**config.mk**
```make
export PLATFORM = sky130hd
export DESIGN_NAME = sipo_deserializer
export DESIGN_NICKNAME = d
export VERILOG_FILES = /design/src/rtl/sipo_pkg.sv /design/src/rtl/sipo_bit_counter.sv /design/src/rtl/sipo_deserializer.sv
export SDC_FILE = /design/constraint.sdc
export NUM_CORES = 1
export LEC_CHECK = 0
export CAP_MARGIN = 20
export CORE_AREA = 2 2 44 46
export CTS_CLUSTER_SIZE = 28
export DETAILED_ROUTE_END_ITERATION = 8
export DIE_AREA = 0 0 46 48
export PLACE_DENSITY = 0.82
export RECOVER_POWER = 100
export SETUP_SLACK_MARGIN = 0.3
export SLEW_MARGIN = 10
export SYNTH_ARGS = -nofsm -noshare
export SYNTH_HDL_FRONTEND = slang
export SYNTH_SLANG_ARGS = --single-unit
```
**constraint.sdc**
```tcl
create_clock -name clk -period 1.9 [get_ports clk]
set_input_delay 0.38 -clock clk [delete_from_list [all_inputs] [get_ports clk]]
set_output_delay 0.38 -clock clk [all_outputs]
set_load 0.005 [all_outputs]
```
**src/rtl/sipo_pkg.sv**
```systemverilog
// Shared types and helpers for the serial-in/parallel-out deserializer.
// Latency: n/a (declarations only).
// Backpressure: n/a.
package sipo_pkg;

   // Holding register occupancy
   typedef enum logic {
      HOLD_EMPTY = 1'b0,
      HOLD_FULL  = 1'b1
   } hold_state_t;

   // Width of a counter able to represent 0..width
   function automatic int cnt_width(input int width);
      return $clog2(width + 1);
   endfunction

endpackage

```
**src/rtl/sipo_bit_counter.sv**
```systemverilog
// Modulo-WIDTH bit counter; wrap flags the edge that samples the last bit of a word.
// Latency: count updates 1 cycle after an enabled edge; wrap is same-cycle (en && count==WIDTH-1).
// Backpressure: none, counts every enabled edge.
// Ports: clk, reset (sync, active-high), en (bit qualifier), count (bits so far), wrap (completing edge).
module sipo_bit_counter
   import sipo_pkg::*;
#(
   parameter int WIDTH = 8,
   localparam int CW   = cnt_width(WIDTH)
) (
   input  logic          clk,
   input  logic          reset,
   input  logic          en,
   output logic [CW-1:0] count,
   output logic          wrap
);

   localparam logic [CW-1:0] LAST = CW'(WIDTH - 1);

   // Internal decode only; feeds the parent's registers, never a top-level port
   assign wrap = en && (count == LAST);

   always_ff @(posedge clk) begin
      if (reset) begin
         count <= '0;
      end else if (en) begin
         if (count == LAST) begin
            count <= '0;
         end else begin
            count <= count + CW'(1);
         end
      end
   end

endmodule

```
**src/rtl/sipo_deserializer.sv**
```systemverilog
// Serial-in/parallel-out deserializer with a one-deep valid/ready holding register.
// Latency: word_valid rises 1 cycle after the edge sampling the word's final bit.
// Backpressure: none upstream; a word completing while the holder is full and not drained is dropped and sets sticky overrun.
// Ports: clk, reset (sync, active-high), din/din_valid (serial in), word_out/word_valid/word_ready (word out),
//        bit_count (partial-word progress), overrun/overrun_clr (sticky drop flag and its clear).
module sipo_deserializer
   import sipo_pkg::*;
#(
   parameter int WIDTH     = 8,
   parameter bit MSB_FIRST = 1'b1,
   localparam int CW       = cnt_width(WIDTH)
) (
   input  logic             clk,
   input  logic             reset,
   input  logic             din,
   input  logic             din_valid,
   output logic [WIDTH-1:0] word_out,
   output logic             word_valid,
   input  logic             word_ready,
   output logic [CW-1:0]    bit_count,
   output logic             overrun,
   input  logic             overrun_clr
);

   logic [WIDTH-1:0] shreg;
   logic [WIDTH-1:0] shreg_next;
   logic             wrap;
   logic             drop;
   hold_state_t      state;

   sipo_bit_counter #(
      .WIDTH (WIDTH)
   ) u_cnt (
      .clk   (clk),
      .reset (reset),
      .en    (din_valid),
      .count (bit_count),
      .wrap  (wrap)
   );

   // The shifted value is also the completed word on the wrap edge,
   // so the holding register loads shreg_next directly.
   generate
      if (MSB_FIRST) begin : g_msb
         assign shreg_next = {shreg[WIDTH-2:0], din};
      end else begin : g_lsb
         assign shreg_next = {din, shreg[WIDTH-1:1]};
      end
   endgenerate

   // A completing word is lost only if the held word is not leaving this edge
   assign drop = (state == HOLD_FULL) && wrap && !word_ready;

   assign word_valid = (state == HOLD_FULL);

   always_ff @(posedge clk) begin
      if (reset) begin
         shreg    <= '0;
         word_out <= '0;
         overrun  <= 1'b0;
         state    <= HOLD_EMPTY;
      end else begin
         if (din_valid) begin
            shreg <= shreg_next;
         end

         case (state)
            HOLD_EMPTY: begin
               if (wrap) begin
                  word_out <= shreg_next;
                  state    <= HOLD_FULL;
               end
            end
            HOLD_FULL: begin
               if (wrap) begin
                  // Drain and refill on the same edge keeps the holder full
                  if (word_ready) begin
                     word_out <= shreg_next;
                  end
               end else if (word_ready) begin
                  state <= HOLD_EMPTY;
               end
            end
            default: state <= HOLD_EMPTY;
         endcase

         // Set beats clear when both happen on one edge
         if (drop) begin
            overrun <= 1'b1;
         end else if (overrun_clr) begin
            overrun <= 1'b0;
         end
      end
   end

endmodule

```
### Word level (Yosys, flattened, before mapping)

Cells that the tools add are included.

* RAM bits: 0
* memories: 0
* bits in read-only memories: 0
* bits of input ports: 6
* output and inout bits: 14
* register bits after elaboration: 21
* bits in latches: 0

* muxes and demuxes: 11
* reductions and logical operators: 6
* equal/unequal tests: 4
* $lt $le $gt $ge: 0
* shift-type cells: 0
* div/mod/pow operators: 0
* $mul: 0
* bitwise operators: 1
* add/sub/neg operators: 1

Operators with widths (number)
* $mux 8: 3
* $pmux 8 s2: 1
* $ne 2x2->1 const B: 3
* $mux 1: 5
* $add 4x1->4 const B: 1
* $eq 4x3->1 const B: 1
* $mux 4: 1
* $logic_and 1x1->1: 3
* $reduce_and 3->1: 1
* $pmux 1 s2: 1
* $reduce_bool 2->1: 1
* $logic_not 1->1: 1
* $not 1->1: 1

### Longest topological paths before layout

Gate-level depths: netlist (run 1).

* depth in word-level cells: 5
* depth in mapped cells: 5
* mapped depth without buffers: 4

### Hierarchy

From an unflattened synthesis (run 1), not the netlist that was laid out.

* cell total of the unflattened synthesis: 84
* area total of the unflattened synthesis: 907.1 sq um

Modules (own cells, without submodules)
* sipo_deserializer: times used 1, area each 686.9 sq um, cells each 66
* sipo_bit_counter: times used 1, area each 220.2 sq um, cells each 18

### Worst setup path after synthesis (run 1)

No wires, ideal clock.

* kind: register to register
* start point: register u_cnt.count[0]
* end point: register word_out[0]
* path slack: 0.711 ns
* library setup time: 0.132 ns
* required time: 1.768 ns
* arrival time: 1.056 ns
* cell stages (with the launch flop): 5
* cell sequence: dfxtp_1 ha_1 nand4b_1 o21ai_0 a21oi_1

* word-level cells in the longest chain between the ends: 4

RTL lines
* from (decl): RTL line sipo_bit_counter.sv:14 `output logic [CW-1:0] count,`
* from (signal assigned): RTL line sipo_bit_counter.sv:30 `count <= count + CW'(1);`
* $eq 4x3->1 (*): RTL line sipo_bit_counter.sv:21 `assign wrap = en && (count == LAST);`
* $logic_and 1x1->1 (*): RTL line sipo_bit_counter.sv:21
* $ne 2x2->1 (no source line)
* $reduce_and 3->1 (no source line) (*)
* to (signal assigned): RTL line sipo_deserializer.sv:70 `word_out <= shreg_next;`
* to (signal assigned): RTL line sipo_deserializer.sv:78 `word_out <= shreg_next;`
* to (decl): RTL line sipo_deserializer.sv:17 `output logic [WIDTH-1:0] word_out,`

Every way passes the cells marked *; elsewhere a longest branch is shown, timed or not.
A chain may end at the register's enable or synchronous reset.

==> metrics.md, run 1 <==
| Metric | Value |
|---|---|
| Initial antenna violation count | 0 |
| Inserted Clock Buffers | 3 |
| Layout cell share with drive strength beyond 1 | 0.09910 |
| IO Pins | 20 |
| #FFs+latches synth | 21 |
| Delay-heaviest family, CP | buffers and inverters |
| Grt ovf | 0 |
| Filler cell count | 138 |
| Number of endpoints failing setup at the final stage | 0 |
| ANT nets after route | 0 |
| Clk sinks | 21 |
| Critical Path Start Type | input pin |
| Iter 0 DRT Violations | 5 |
| Detailed placer's ending HPWL | 1122 um |
| Synth Warn # | 0 |
| Top cells by area, synth | dfxtp_1 53%, mux2i_1 10%, a21oi_1 7.0% |
| Most frequent cells in the layout | 21 x dfxtp_1, 11 x a21oi_1, 11 x dlygate4sd3_1, 10 x nor2_1 |
| Largest net degree at the start of global routing | 22 |
| # DRC | 0 |
| Max Cap Viol | 0 |
| Die X-Extent | 46 um |
| EDFF count, synth | 0 |
| Final hold viol count | 0 |
| Vias per cell | 5.453 |
| 1st-pass router iterations | 2 |
| Core area | 1689 um^2 |
| Maximum fanout along the worst path | 7 |
| Crit path buffers/inverters | 2 |
| Leading cell type in the layout, fill and taps excluded | dfxtp_1 |
| Buffers added on ports | 19 |
| Critical path class | input pin to flip-flop |
| Antenna cells | 0 |
| R2r startpoint | u_cnt.count[0]$_SDFFE_PP0P_ |
| Max VDD drop | 0.4497 mV |
| PwrDens | 689.9 nW/um^2 |
| First-pass GRT wire length | 2594 um |
| GRT Overall Usage | 0.1701 |
| Min-delay src | word_out[7]$_SDFFE_PP0P_ |
| Cell row count | 15 |
| Crit path time final | 1648 ps |
| Crit path DAT | 1860 ps |
| Multi-input logic area | 345.3 um^2 |
| Setup TNS | 0 ps |
| Synth area leader | dfxtp_1 |
| Skew-Pair Late Insertion Delay | 310 ps |
| Vias in the first global route | 605 |
| Syn nets | 91 |
| Post-synth cell types | 19 |
| CTS max path bufs | 2 |
| Synthesis-to-finish area growth | 34.44% |
| Largest stage delay, worst path | 690 ps |
| Status | complete, no violations |
| Final setup margin | 252.2 ps |
| Initial Util | 0.4689 |
| Via count | 698 |
| Maximum clock frequency | 606.9 MHz |
| P_leak | 0.4423 nW |
| Post-synthesis cell area | 792.0 um^2 |
| Detailed Route WL | 1707 um |
| Die area | 2208 um^2 |
| Commonest register cell after synthesis | dfxtp_1 |
| Required time worst endpoint | 2110 ps |
| Gpl congestion | 0.7361 |
| Async SR Flop Fraction | 0 |
| Routed len/inst | 13.34 um |
| Clock skew | 7.394 ps |
| Pre-CTS setup slack | 61.46 ps |
| RSZ-0062 raised after global routing | no |
| Layout Nets | 119 |
| Non-Filler Instances | 128 |
| Worst Setup End Kind | flip-flop |
| Clock root buffer | clkbuf_4 |
| Synth Area per Inst | 9.429 um^2 |
| Worst hold path type | flip-flop to flip-flop |
| Worst-path clk slew | 120 ps |
| Die H | 48 um |
| Slew @ Worst Pin | 520.6 ps |
| Critical Path Slowest Stage Cell | dlygate4sd3_1 |
| Slew Limit Headroom | 0.6529 |
| Sequential element share of the synthesized area | 0.5308 |
| Post-Place Cells | 117 |
| CTS Hold Bufs | 0 |
| WHS | 481.8 ps |
| Slew Limit Fails | 0 |
| Cells after Synth | 84 |
| Final period util | 0.8673 |
| Share of the synthesized area in the top cell type | 0.5308 |
| CTS tree | yes |
| Crit. Startpoint | din_valid |
| H-tree depth | 1 |
| Reg area | 420.4 um^2 |
| CP Cell Sequence | dlygate4sd3_1 > clkbuf_1 > mux2i_1 > nor2_1 |
## stage by stage
stage | total power [mW] | util | instance area, um^2
floorplan | 0.4897 | - | 792.0
global placement | 0.5154 | 0.5874 | 992.2
detailed placement | 0.5171 | 0.5874 | 992.2
CTS | 0.7313 | 0.6067 | 1025
global route | 0.7618 | 0.6304 | 1065
finish | 0.7346 | 0.6304 | 1065
## worst register-to-register path, stage by stage, from the launching register on
cell      delay [ps]
dfxtp_1          360
buf_4            140
ha_1             220
nand4b_1          90
clkbuf_1         300
o21ai_0          150
a21oi_1          170
## Yosys cell counts, types with 2 or more instances
cell type,n
dfxtp_1,21
nand2_1,2
o21ai_0,8
mux2i_1,8
nor2b_1,2
buf_4,2
nand3_1,8
a21oi_1,11
nor2_1,10
clkbuf_1,3
## flip-flops by register name, summed over array words and instances, names as in the netlist
signal / flops
word_out: 8
word_valid: 1
shreg: 7
u_cnt.count: 4
overrun: 1
## metal layers
metal  GRT usage  up-vias  share of wire
met3     0.04151        7          0.033
met5           0        -              0
met2      0.2694       20           0.45
met4      0.1486        0          0.039
li1            -      349              -
met1      0.1904      322           0.47
## final cells by class
class,instances,share of cell area
Clock inverter,1,0.004700
Sequential cell,21,0.3948
Tap cell,17,0.01998
Clock buffer,3,0.02115
Multi-Input combinational cell,58,0.3243
Timing Repair Buffer,28,0.2350
## cell families (layout without fill, tap and decap cells)
| group | after synthesis | count (layout) | share of synthesized area |
|---|---|---|---|
| muxes | 8 | 8 | 0.1011 |
| DFF | 21 | 21 | 0.5308 |
| AOI/OAI and AO/OA | 19 | 19 | 0.1201 |
| buffers and inverters | 5 | 32 | 0.03317 |
| xor gates and xnor gates | 2 | 2 | 0.02212 |
| adders and majority gates | 1 | 1 | 0.01580 |
| and+or+nand+nor | 28 | 28 | 0.1770 |
## worst paths after layout
path | endpoint | slack (ps) | depth (start not counted)
max | shreg[6]$_SDFFE_PP0P_ | 250 | 4
min | word_out[7]$_SDFFE_PP0P_ | 480 | 2
max reg2reg | word_out[4]$_SDFFE_PP0P_ | 390 | 6
min reg2reg | word_out[7]$_SDFFE_PP0P_ | 480 | 2
## repair_timing
item / in CTS / in global routing
setup endpoints to repair: 4 / 12
buffers inserted: 0 / 7
pin swaps: 0 / 1
gates cloned: 0 / 0
resized for setup: 4 / 1
hold endpoints to repair: 0 / 0
## report_power, final
part,internal [mW],switching [mW],total (mW),leakage [nW]
combinational,0.0374,0.0265,0.0639,0.255
sequential,0.447,0.00595,0.453,0.170
clock,0.0786,0.139,0.217,0.0177
total,0.563,0.171,0.735,0.442
No activity file was read; power rests on OpenSTA's default activity.
==> run 2: changes to the inputs <==
- MAX_ROUTING_LAYER: default -> met4
==> metrics.md, run 2 (synthesized netlist as in run 1, its figures left out) <==
| Metric | Value |
|---|---|
| Status | complete, no violations |
| # DRC | 0 (unchanged) |
| Largest Register | word_out |
| Required time worst endpoint | 2110 ps (about the same) |
| CTS max path bufs | 2 (unchanged) |
| Crit path DAT | 1860 ps (about the same) |
| Antenna cells | 0 (unchanged) |
| P_leak | 0.4423 nW (unchanged) |
| Layout cell share with drive strength beyond 1 | 0.09910 (unchanged) |
| Reg area | 420.4 um^2 (unchanged) |
| Worst R2R End | word_out[4]$_SDFFE_PP0P_ |
| Maximum clock frequency | 606.4 MHz (about the same) |
| H-tree depth | 1 (unchanged) |
| Worst hold path type | flip-flop to flip-flop |
| Routed len/inst | 13.39 um (+0.41%) |
| Most frequent cells in the layout | 21 x dfxtp_1, 11 x a21oi_1, 11 x dlygate4sd3_1, 10 x nor2_1 |
| Slew @ Worst Pin | 527.0 ps (+6.359 ps) |
| Number of endpoints failing setup at the final stage | 0 (unchanged) |
| Largest net degree at the start of global routing | 22 (unchanged) |
| Final period util | 0.8680 (about the same) |
| Gpl congestion | 0.7451 (+1.2%) |
| Leading cell type in the layout, fill and taps excluded | dfxtp_1 |
| Buffers added on ports | 19 (unchanged) |
| Synthesis-to-finish area growth | 34.44% (unchanged) |
| Core area | 1689 um^2 (unchanged) |
| Die X-Extent | 46 um (unchanged) |
| GRT Overall Usage | 0.1756 (+0.005504) |
| 1st-pass router iterations | 2 (unchanged) |
| Clock root buffer | clkbuf_4 |
| Initial Util | 0.4689 (unchanged) |
| Grt ovf | 0 (unchanged) |
| Filler cell count | 138 (unchanged) |
| RSZ-0062 raised after global routing | no |
| Worst Setup End Kind | flip-flop |
| IO Pins | 20 (unchanged) |
| Initial antenna violation count | 0 (unchanged) |
| Worst-path clk slew | 120 ps (about the same) |
| Top flop regs | word_out x8, shreg x7, u_cnt.count x4 |
| Crit path to | shreg[6]$_SDFFE_PP0P_ |
| Vias per cell | 5.391 (-1.1%) |
| Max VDD drop | 0.4496 mV (about the same) |
| R2r startpoint | u_cnt.count[0]$_SDFFE_PP0P_ |
| Crit path time final | 1649 ps (+1.277 ps) |
| Crit. Startpoint | din_valid |
| Slew Limit Fails | 0 (unchanged) |
| WHS | 480.9 ps (-0.8830 ps) |
| Critical Path Start Type | input pin |
| Detailed Route WL | 1714 um (+0.41%) |
| Skew-Pair Late Insertion Delay | 310 ps (about the same) |
| Max Cap Viol | 0 (unchanged) |
| Clock skew | 5.255 ps (-2.139 ps) |
| Setup TNS | 0 ps (unchanged) |
| ANT nets after route | 0 (unchanged) |
| Vias in the first global route | 604 (-0.17%) |
| Multi-input logic area | 345.3 um^2 (unchanged) |
| Inserted Clock Buffers | 3 (unchanged) |
| Maximum fanout along the worst path | 7 (unchanged) |
| Max reg flops | 8 (unchanged) |
| Layout Nets | 119 (unchanged) |
| Slew Limit Headroom | 0.6487 (-0.004240) |
| First-pass GRT wire length | 2601 um (+0.27%) |
| Worst reg-to-reg path cell count | 6 (unchanged) |
| Flop2flop setup slack | 390 ps (about the same) |
| Critical path class | input pin to flip-flop |
| Detailed placer's ending HPWL | 1122 um (unchanged) |
| Clk sinks | 21 (unchanged) |
| Final hold viol count | 0 (unchanged) |
| Via count | 690 (-1.1%) |
| PwrDens | 688.0 nW/um^2 (-0.28%) |
| Iter 0 DRT Violations | 3 (-2) |
| CTS tree | yes |
| Cell row count | 15 (unchanged) |
| Die H | 48 um (unchanged) |
| Die area | 2208 um^2 (unchanged) |
-- run 2: cell counts in the layout (fill, tap and decap cells not counted) --
No cell type changed its count.
-- run 2: report_power, final --
group	switching, mW	leakage, nW	internal [mW]
clock network	0.137	0.0177	0.0786
logic	0.0265	0.255	0.0374
registers	0.00589	0.170	0.447
-- run 2: metrics by stage --
stage	power (mW)	utilization	cells	area (um^2)	setup slack, ps
2_1_floorplan	0.4897	-	84	792.0	711.4
3_5_place_dp	0.5171	0.5874	117	992.2	61.46
6_report	0.7326	0.6304	128	1065	250.9
3_3_place_gp	0.5154	0.5874	117	992.2	132.6
4_1_cts	0.7313	0.6067	121	1025	303.6
5_1_grt	0.7618	0.6304	128	1065	204.7
-- run 2: area by class of cell --
cell class / count / area share
multi-input cells: 58 / 0.3243
well taps: 17 / 0.01998
flip-flops and latches: 21 / 0.3948
repair buffers: 28 / 0.2350
clock buffers: 3 / 0.02115
clock inverters: 1 / 0.004700
-- run 2: worst min path at each step --
stage / startpoint / endpoint / depth (start not counted)
final: word_out[7]$_SDFFE_PP0P_ / word_out[7]$_SDFFE_PP0P_ / 2
after global routing: word_out[0]$_SDFFE_PP0P_ / word_out[0]$_SDFFE_PP0P_ / 2
after CTS: shreg[6]$_SDFFE_PP0P_ / word_out[7]$_SDFFE_PP0P_ / 2
after detailed placement: shreg[6]$_SDFFE_PP0P_ / word_out[7]$_SDFFE_PP0P_ / 2
after global placement: shreg[6]$_SDFFE_PP0P_ / word_out[7]$_SDFFE_PP0P_ / 2
after floorplan: shreg[6]$_SDFFE_PP0P_ / word_out[7]$_SDFFE_PP0P_ / 2
-- run 2: critical path, stage by stage --
cell	delay [ps]
dlygate4sd3_1	690
clkbuf_1	460
mux2i_1	280
nor2_1	50
-- run 2: per-layer routing --
layer	vias up	GRT usage	wire length (um)
li1	347	-	-
met3	7	0.04151	48
met4	0	0.1486	70
met5	-	-	0
met1	321	0.1904	816
met2	15	0.2694	778
-- run 2: what timing repair did --
item,in CTS,in global routing
hold buffers,0,0
setup buffers,0,7
endpoints found under the setup margin,4,12
pin swaps,0,1
gates resized for setup,4,1
cloned,0,0
